--- src/rtl/alu_multicycle_if.sv ---
// Request/response bundle between the pipeline controller and the execution-stage ALU.
// The master drives an operation; the slave returns result, compare outcome and handshake.
interface alu_multicycle_if #(
  parameter int unsigned XLEN = 32
) ();
  logic            start;
  logic [3:0]      ALUctrl_lines;
  logic [XLEN-1:0] A;
  logic [XLEN-1:0] B;
  logic [XLEN-1:0] result;
  logic            branch_taken;
  logic            busy;
  logic            done;

  modport master (
    output start, ALUctrl_lines, A, B,
    input  result, branch_taken, busy, done
  );

  modport slave (
    input  start, ALUctrl_lines, A, B,
    output result, branch_taken, busy, done
  );
endinterface

--- src/rtl/alu_multicycle.sv ---
// Execution-stage ALU: single-cycle arithmetic/logic/shift/compare plus a fixed-latency
// iterative signed shift-add multiplier (MUL/MULH) behind a start/busy/done handshake.
module alu_multicycle #(
  parameter int unsigned XLEN = 32
) (
  input logic          clk,
  input logic          rst,
  alu_multicycle_if.slave bus
);

  localparam int unsigned SHW = $clog2(XLEN);
  localparam int unsigned CW  = $clog2(XLEN);
  localparam int unsigned PW  = 2 * XLEN;

  localparam logic [3:0] OP_ADD  = 4'b0000;
  localparam logic [3:0] OP_SUB  = 4'b0001;
  localparam logic [3:0] OP_SLL  = 4'b0010;
  localparam logic [3:0] OP_XOR  = 4'b0011;
  localparam logic [3:0] OP_SRL  = 4'b0100;
  localparam logic [3:0] OP_SRA  = 4'b0101;
  localparam logic [3:0] OP_OR   = 4'b0110;
  localparam logic [3:0] OP_AND  = 4'b0111;
  localparam logic [3:0] OP_BLT  = 4'b1000;
  localparam logic [3:0] OP_BGE  = 4'b1001;
  localparam logic [3:0] OP_BLTU = 4'b1010;
  localparam logic [3:0] OP_BGEU = 4'b1011;
  localparam logic [3:0] OP_BEQ  = 4'b1100;
  localparam logic [3:0] OP_BNE  = 4'b1101;
  localparam logic [3:0] OP_MUL  = 4'b1110;
  localparam logic [3:0] OP_MULH = 4'b1111;

  typedef enum logic [1:0] {
    S_IDLE = 2'd0,
    S_MUL  = 2'd1,
    S_FIX  = 2'd2
  } state_t;

  state_t          state_q;
  state_t          state_d;

  logic [CW-1:0]   cnt_q;
  logic [PW-1:0]   acc_q;
  logic [PW-1:0]   mcand_q;
  logic [XLEN-1:0] mplier_q;
  logic            sign_q;
  logic            high_q;

  logic            is_mul_c;
  logic            is_cmp_c;
  logic            load_c;
  logic            step_c;
  logic [SHW-1:0]  shamt_c;
  logic [XLEN-1:0] alu_res_c;
  logic            alu_br_c;
  logic [XLEN-1:0] abs_a_c;
  logic [XLEN-1:0] abs_b_c;
  logic [PW-1:0]   prod_c;
  logic [XLEN-1:0] fix_word_c;

  logic [XLEN-1:0] result_d;
  logic            branch_d;
  logic            done_d;

  assign is_mul_c = (bus.ALUctrl_lines == OP_MUL) || (bus.ALUctrl_lines == OP_MULH);
  assign is_cmp_c = bus.ALUctrl_lines[3] && !(bus.ALUctrl_lines[2] && bus.ALUctrl_lines[1]);
  assign shamt_c  = bus.B[SHW-1:0];

  // Single-cycle datapath; compare codes report the outcome as a zero-extended result.
  always_comb begin
    alu_res_c = '0;
    alu_br_c  = 1'b0;
    case (bus.ALUctrl_lines)
      OP_ADD:  alu_res_c = bus.A + bus.B;
      OP_SUB:  alu_res_c = bus.A - bus.B;
      OP_SLL:  alu_res_c = bus.A << shamt_c;
      OP_XOR:  alu_res_c = bus.A ^ bus.B;
      OP_SRL:  alu_res_c = bus.A >> shamt_c;
      OP_SRA:  alu_res_c = XLEN'($signed(bus.A) >>> shamt_c);
      OP_OR:   alu_res_c = bus.A | bus.B;
      OP_AND:  alu_res_c = bus.A & bus.B;
      OP_BLT:  alu_br_c  = $signed(bus.A) <  $signed(bus.B);
      OP_BGE:  alu_br_c  = $signed(bus.A) >= $signed(bus.B);
      OP_BLTU: alu_br_c  = bus.A <  bus.B;
      OP_BGEU: alu_br_c  = bus.A >= bus.B;
      OP_BEQ:  alu_br_c  = bus.A == bus.B;
      OP_BNE:  alu_br_c  = bus.A != bus.B;
      default: alu_res_c = '0;
    endcase
    if (is_cmp_c) begin
      alu_res_c = XLEN'(alu_br_c);
    end
  end

  // Magnitudes for the unsigned core; the most negative value maps onto itself.
  assign abs_a_c = bus.A[XLEN-1] ? (~bus.A + XLEN'(1)) : bus.A;
  assign abs_b_c = bus.B[XLEN-1] ? (~bus.B + XLEN'(1)) : bus.B;

  assign prod_c     = sign_q ? (~acc_q + PW'(1)) : acc_q;
  assign fix_word_c = high_q ? prod_c[PW-1:XLEN] : prod_c[XLEN-1:0];

  // State register.
  always_ff @(posedge clk) begin
    if (rst) begin
      state_q <= S_IDLE;
    end else begin
      state_q <= state_d;
    end
  end

  // Next-state logic.
  always_comb begin
    state_d = state_q;
    case (state_q)
      S_IDLE: begin
        if (bus.start && is_mul_c) begin
          state_d = S_MUL;
        end
      end
      S_MUL: begin
        if (cnt_q == CW'(XLEN - 1)) begin
          state_d = S_FIX;
        end
      end
      S_FIX:   state_d = S_IDLE;
      default: state_d = S_IDLE;
    endcase
  end

  // Output/control decode; result and compare flag hold unless a request completes.
  always_comb begin
    result_d = bus.result;
    branch_d = bus.branch_taken;
    done_d   = 1'b0;
    load_c   = 1'b0;
    step_c   = 1'b0;
    case (state_q)
      S_IDLE: begin
        if (bus.start) begin
          if (is_mul_c) begin
            load_c = 1'b1;
          end else begin
            result_d = alu_res_c;
            branch_d = alu_br_c;
            done_d   = 1'b1;
          end
        end
      end
      S_MUL: begin
        step_c = 1'b1;
      end
      S_FIX: begin
        result_d = fix_word_c;
        branch_d = 1'b0;
        done_d   = 1'b1;
      end
      default: begin
        done_d = 1'b0;
      end
    endcase
  end

  // Radix-2 shift-add core: one partial product per cycle, fixed iteration count.
  always_ff @(posedge clk) begin
    if (rst) begin
      cnt_q    <= '0;
      acc_q    <= '0;
      mcand_q  <= '0;
      mplier_q <= '0;
      sign_q   <= 1'b0;
      high_q   <= 1'b0;
    end else if (load_c) begin
      cnt_q    <= '0;
      acc_q    <= '0;
      mcand_q  <= PW'(abs_a_c);
      mplier_q <= abs_b_c;
      sign_q   <= bus.A[XLEN-1] ^ bus.B[XLEN-1];
      high_q   <= (bus.ALUctrl_lines == OP_MULH);
    end else if (step_c) begin
      cnt_q    <= cnt_q + CW'(1);
      acc_q    <= acc_q + (mplier_q[0] ? mcand_q : '0);
      mcand_q  <= mcand_q << 1;
      mplier_q <= mplier_q >> 1;
    end
  end

  // Registered outputs.
  always_ff @(posedge clk) begin
    if (rst) begin
      bus.result       <= '0;
      bus.branch_taken <= 1'b0;
      bus.done         <= 1'b0;
      bus.busy         <= 1'b0;
    end else begin
      bus.result       <= result_d;
      bus.branch_taken <= branch_d;
      bus.done         <= done_d;
      bus.busy         <= (state_d != S_IDLE);
    end
  end

endmodule

--- src/flat_wrapper.sv ---
// flat-port wrapper written by rule: the top's interface ports become plain ports
module alu_multicycle_flat 
#(
  parameter int unsigned XLEN = 32
)
  (clk, rst, bus_start, bus_ALUctrl_lines, bus_A, bus_B, bus_result, bus_branch_taken, bus_busy, bus_done);
  alu_multicycle_if #(.XLEN(XLEN)) bus_i ();
  input logic clk;
  input logic rst;
  input wire logic [$bits(bus_i.start)-1:0] bus_start;
  input wire logic [$bits(bus_i.ALUctrl_lines)-1:0] bus_ALUctrl_lines;
  input wire logic [$bits(bus_i.A)-1:0] bus_A;
  input wire logic [$bits(bus_i.B)-1:0] bus_B;
  output wire logic [$bits(bus_i.result)-1:0] bus_result;
  output wire logic [$bits(bus_i.branch_taken)-1:0] bus_branch_taken;
  output wire logic [$bits(bus_i.busy)-1:0] bus_busy;
  output wire logic [$bits(bus_i.done)-1:0] bus_done;
  assign bus_i.start = bus_start;
  assign bus_i.ALUctrl_lines = bus_ALUctrl_lines;
  assign bus_i.A = bus_A;
  assign bus_i.B = bus_B;
  assign bus_result = bus_i.result;
  assign bus_branch_taken = bus_i.branch_taken;
  assign bus_busy = bus_i.busy;
  assign bus_done = bus_i.done;
  alu_multicycle #(.XLEN(XLEN)) u_core (.clk(clk), .rst(rst), .bus(bus_i));
endmodule
--- config.mk ---
export PLATFORM = sky130hd
export DESIGN_NAME = alu_multicycle_flat
export DESIGN_NICKNAME = d
export VERILOG_FILES = /design/src/rtl/alu_multicycle_if.sv /design/src/rtl/alu_multicycle.sv /design/src/flat_wrapper.sv
export SDC_FILE = /design/constraint.sdc
export NUM_CORES = 1
export LEC_CHECK = 0
export CORE_UTILIZATION = 30
export CTS_BUF_LIST = sky130_fd_sc_hd__clkbuf_8
export CTS_CLUSTER_DIAMETER = 120
export DETAILED_ROUTE_END_ITERATION = 16
export GPL_TIMING_DRIVEN = 0
export PLACE_DENSITY = 0.54
export RECOVER_POWER = 100
export SYNTH_ARGS = -nofsm -noshare
export SYNTH_HDL_FRONTEND = slang
export SYNTH_SLANG_ARGS = --single-unit
--- constraint.sdc ---
create_clock -name clk -period 6.18 [get_ports clk]
set_clock_uncertainty 0.05 [all_clocks]
set_input_delay 1.236 -clock clk [delete_from_list [all_inputs] [get_ports clk]]
set_output_delay 1.236 -clock clk [all_outputs]
set_load 0.02 [all_outputs]
Word-level counts from Yosys, hierarchy flattened. Index checks and enable logic that the tools add are counted.

Word-level logic and storage cells: 95. ROM bits: 0. Memories: 0. Output and inout port bits: 35. Bits in registers: 204. Input port bits: 71. Latch bits: 0. Memory bits (writable): 0.

Divide/modulo/power cells: 0. Add/subtract/negate cells: 7. Bitwise gates (word level): 7. Shift operators: 3. Multipliers: 0. Eq/ne operators: 22. Reductions and logical operators: 12. Magnitude comparators: 4. Mux-type cells: 28.

Operators with widths (count): $mux W32 (10); $pmux W32 S8 (1); $mux W64 (2); $add A32 B1 Y32 const B (2); $add A64 B1 Y64 const B (1); $add A64 B64 Y64 (1); $ge A32 B32 Y1 (2); $lt A32 B32 Y1 (2); $not A32 Y32 (2); $not A64 Y64 (1); $pmux W32 S2 (1); $add A32 B32 Y32 (1); $and A32 B32 Y32 (1); $eq A32 B32 Y1 (1); $eq A4 B4 Y1 const B (8); $ne A32 B32 Y1 (1); $or A32 B32 Y32 (1); $shl A32 B5 Y32 (1); $shr A32 B5 Y32 (1); $sshr A32 B5 Y32 (1); $sub A32 B32 Y32 (1); $xor A32 B32 Y32 (1); $eq A4 B3 Y1 const B (4); $eq A4 B2 Y1 const B (2); 20 further kinds (34).

Logic depth before layout (Yosys ltp).
Word-level depth: 7. Depth in mapped cells: 17. Gate-level depth less buffers: 15.

Least setup slack after synthesis. OpenSTA, ideal clock, no wires.

Path type: input -> register. From: input port bus_B[2]. To: register u_core.bus.result[0]. Stages: 17. Required time: 6.056 ns. Path slack: 0.857 ns. Data arrival time: 5.199 ns. Library setup time: 0.074 ns. Cell sequence: inv_1 -> clkbuf_1 -> clkbuf_1 -> buf_1 -> ha_1 -> clkbuf_1 -> o21bai_1 -> a21o_1 -> a2111oi_0 -> o21a_1 -> nand4_1 -> a21o_1 -> a211o_1 -> a211oi_1 -> mux2i_1 -> nand4b_1 -> o21ai_0.

Longest elaborated chain between the ends: 6. Elaborated cells between the ends (all ways): 15. Those cells by class: order compare: 4; eq/ne: 2; shift: 3; mux: 6.

RTL lines: start: declaration (line flat_wrapper.sv:13) `input wire logic [$bits(bus_i.B)-1:0] bus_B;`; $ge A32 B32 Y1 (tied with other cells) (line alu_multicycle.sv:84) `OP_BGEU: alu_br_c = bus.A >= bus.B;`; $pmux W1 S6 or $pmux W32 S8 (tied branches) (line alu_multicycle.sv:72) `case (bus.ALUctrl_lines)`; $mux W32 * (line alu_multicycle.sv:89) `if (is_cmp_c) begin`; $mux W32 * (line alu_multicycle.sv:139) `if (is_mul_c) begin`; $mux W32 * (line alu_multicycle.sv:138) `if (bus.start) begin`; $pmux W32 S2 * (line alu_multicycle.sv:136) `case (state_q)`; end signal: assignment (line alu_multicycle.sv:194) `bus.result <= result_d;`; end: declaration (line alu_multicycle_if.sv:22) `output result, branch_taken, busy, done`.

Every way passes the cells marked *; elsewhere a longest branch is shown, timed or not. The select of a mux whose other input is x is not followed. A chain may end at the register's enable or synchronous reset.

Final worst setup path.
From: input port bus_B[0]. To: register u_core.bus.result[30].

Longest elaborated chain between the ends: 6. Elaborated cells between the ends (all ways): 10. Those cells by class: add/sub: 2; shift: 3; mux: 5.

RTL lines: $sub A32 B32 Y32 (tied with other cells) (line alu_multicycle.sv:74) `OP_SUB: alu_res_c = bus.A - bus.B;`; $pmux W32 S8 * (line alu_multicycle.sv:72); $mux W32 * (line alu_multicycle.sv:89); $mux W32 * (line alu_multicycle.sv:139); $mux W32 * (line alu_multicycle.sv:138); $pmux W32 S2 * (line alu_multicycle.sv:136).

Marked as above.

==> out/metrics.cfg <==
[synthesis]
syn-cell-area_um2 = 22800
ys_seq_area_frac = 0.179
synth.avg_cell_area_um2 = 7.01
synthesis.nets = 3503
ys_warn_count = 0
synth_cells = 3246
synth_edf_count = 0
ys.flop_type = dfxtp_1
yosysUniqueCellTypes = 84
synthArstFlopShare = 0
synth-seq-cells = 204

[worst_setup_path]
critPathLaunchType = input pin
end_kind = flip-flop
worst-setup-path-type = input pin to flip-flop
arrival_ps = 6470
worst-endpoint-required_ps = 6550
cp_max_fo = 10

[grt]
grt_usage = 0.300
grt_overflow_total = 0
antenna_found_initial = 4
grt_pass1_wl_mm = 171
grt_max_degree = 20
grt_pass1_vias = 24288

[clock_tree]
clk_latency_ps = 560
cts_made_buffers = 37
cts.sinks = 204
cts_tree = done
cts.clk_slew.worst_paths_ps = 70
clockBufferDepth = 3
ctsHtreeMaxLevel = 2
cts-hold-fix-buffers = 0
root_buffer = clkbuf_8

[drt]
routed_via_density = 6.01
dr_total_vias = 26318
drtPass1Iterations = 6
antenna_left = 0
routedWlPerCell_um = 27.4
drt_iter0_drc = 3197
drc_errors = 0
wirelength_mm = 120

[power_and_ir_drop]
power_switching_w = 0.00158
leakage_nw = 9.91
netSwitchingFraction = 0.395
total_power_w = 0.00399
power_frac_comb = 0.339
irDropWorstVdd_v = 0.0000868
pwr-share-seq = 0.344
p_clk_frac = 0.318
p_int_w = 0.00241
powerDensity_nw_per_um2 = 155

[finish]
area_growth_pct = 13.3
final_cell_mix = nand2_1 (494), nor2_1 (294), a21oi_1 (291)
fillers = 8211
final_util = 0.345
final_common_cell = nand2_1
nets = 3646
seq_area_um2 = 4080
layout-drive-gt1-share = 0.0375
multi_input_comb_area_um2 = 17400

[floorplan]
rows = 100
start_util = 0.304
dieArea_um2 = 77000
die_h_um = 277
die_w_um = 277
ios = 106
core_um2 = 74800

[timing]
rsz0062_at_grt = false
worstMarginPinSlew_ps = 1450
min_period_over_period = 0.987
relSlewSlack = 0.0220
finalCriticalPeriod_ps = 6100
setup_viol = 0
hold_ws_ps = 403
clock.fmax_mhz = 164
slew_viol_final = 0
hold_violations = 0

[place]
gp_congestion = 1.10
portBuffers = 104
dp_hpwl_mm = 96.7

[worst_hold_path]
hold_path.class = flip-flop to flip-flop

[run]
drv_cap = 1

[run_status]
outcome = finished, violations left
failed_checks = capacitance limit

-- kinds of logic (layout without fill, tap and decap cells) --
family,after synthesis,after routing,share of synthesized area
xor gates and xnor gates,208,208,0.0800
DFF,204,204,0.179
muxes,107,107,0.0536
other,0,1,0
adders and majority gates,186,186,0.103
and+or+nand+nor,1167,1167,0.234
AOI/OAI and AO/OA,1024,1024,0.292
buffers and inverters,350,514,0.0578
-- power groups by stage --
stage | clock network (W) | registers (W) | logic [W]
finish | 0.00127 | 0.00137 | 0.00135
global route | 0.00136 | 0.00137 | 0.00140
CTS | 0.00129 | 0.00137 | 0.00129
detailed placement | 0 | 0.00140 | 0.00128
global placement | 0 | 0.00140 | 0.00130
floorplan | 0 | 0.00140 | 0.000716
-- path summary, 6_finish.rpt --
check | start | slack (ps) | to | depth (start not counted)
hold / removal | u_core.mcand_q[36] | 400 | u_core.mcand_q[37] | 2
setup / recovery | bus_B[0] | 80 | u_core.bus.result[30] | 14
hold reg to reg | u_core.mcand_q[36] | 400 | u_core.mcand_q[37] | 2
setup reg to reg | u_core.mplier_q[0] | 530 | u_core.acc_q[60] | 16
-- critical path, stage by stage --
cell	delay, ps
dlygate4sd3_1	610
clkbuf_1	400
clkbuf_1	450
clkbuf_1	600
inv_1	440
ha_1	350
a21oi_1	510
a21oi_1	210
a21oi_1	300
o21ai_0	240
a221oi_1	490
o221ai_1	350
a21oi_1	230
nor2_1	50
-- cell usage after synthesis, drive strengths merged (28+ instances only) --
library cell | n | area, µm²
nor3 | 53 | 265
and2 | 75 | 469
dfxtp | 204 | 4080
xnor2 | 159 | 1390
nand3 | 47 | 235
a311oi | 67 | 587
buf | 28 | 106
or3 | 33 | 216
xor2 | 49 | 429
a21oi | 291 | 1460
nand2b | 41 | 257
nand2 | 494 | 1850
o31ai | 46 | 360
nor4 | 28 | 211
inv | 123 | 462
a221oi | 36 | 322
mux2i | 87 | 871
nor2 | 294 | 1100
o211ai | 40 | 300
clkbuf | 199 | 747
a21o | 45 | 338
o21ai | 248 | 1250
ha | 183 | 2290
a211oi | 36 | 270
-- flip-flops by register name (all words and copies together), names as in the netlist --
signal and count:
u_core.sign_q 1, u_core.acc_q 64, u_core.mcand_q 64, u_core.bus.result 32, u_core.state_q 2, u_core.bus.branch_taken 1
u_core.high_q 1, u_core.bus.done 1, u_core.mplier_q 32, u_core.cnt_q 5, u_core.bus.busy 1
-- final cells by class --
type	instances	area share
Clock buffer	46	0.0245
Clock inverter	14	0.00242
Inverter	123	0.0180
Multi-Input combinational cell	2692	0.675
Buffer	222	0.0331
Antenna cell	1	0.0000970
Sequential cell	204	0.158
Timing Repair Buffer	109	0.0418
Tap cell	969	0.0470
-- through the flow --
stage / instances / area, µm² / setup slack (ps) / TNS [ps]
after global placement: 4319 / 25000 / -3040 / -53320
after floorplan: 3246 / 22800 / 857 / 0
after CTS: 4380 / 25800 / 6.09 / 0
after global routing: 4379 / 25800 / 21.7 / 0
after detailed placement: 4321 / 25000 / -1940 / -41620
final: 4380 / 25800 / 82.6 / 0
-- what timing repair did --
item | 4_1_cts | 5_1_grt
gates resized for setup | 25 | 7
setup buffers | 0 | 3
setup endpoints to repair | 29 | 8
pin swaps | 0 | 1
-- layer usage --
metal	share of wire	GRT usage
met5	0	0
met4	0.044	0.121
met3	0.097	0.0659
met2	0.41	0.430
met1	0.45	0.429
Power figures use the tool's default switching activity.
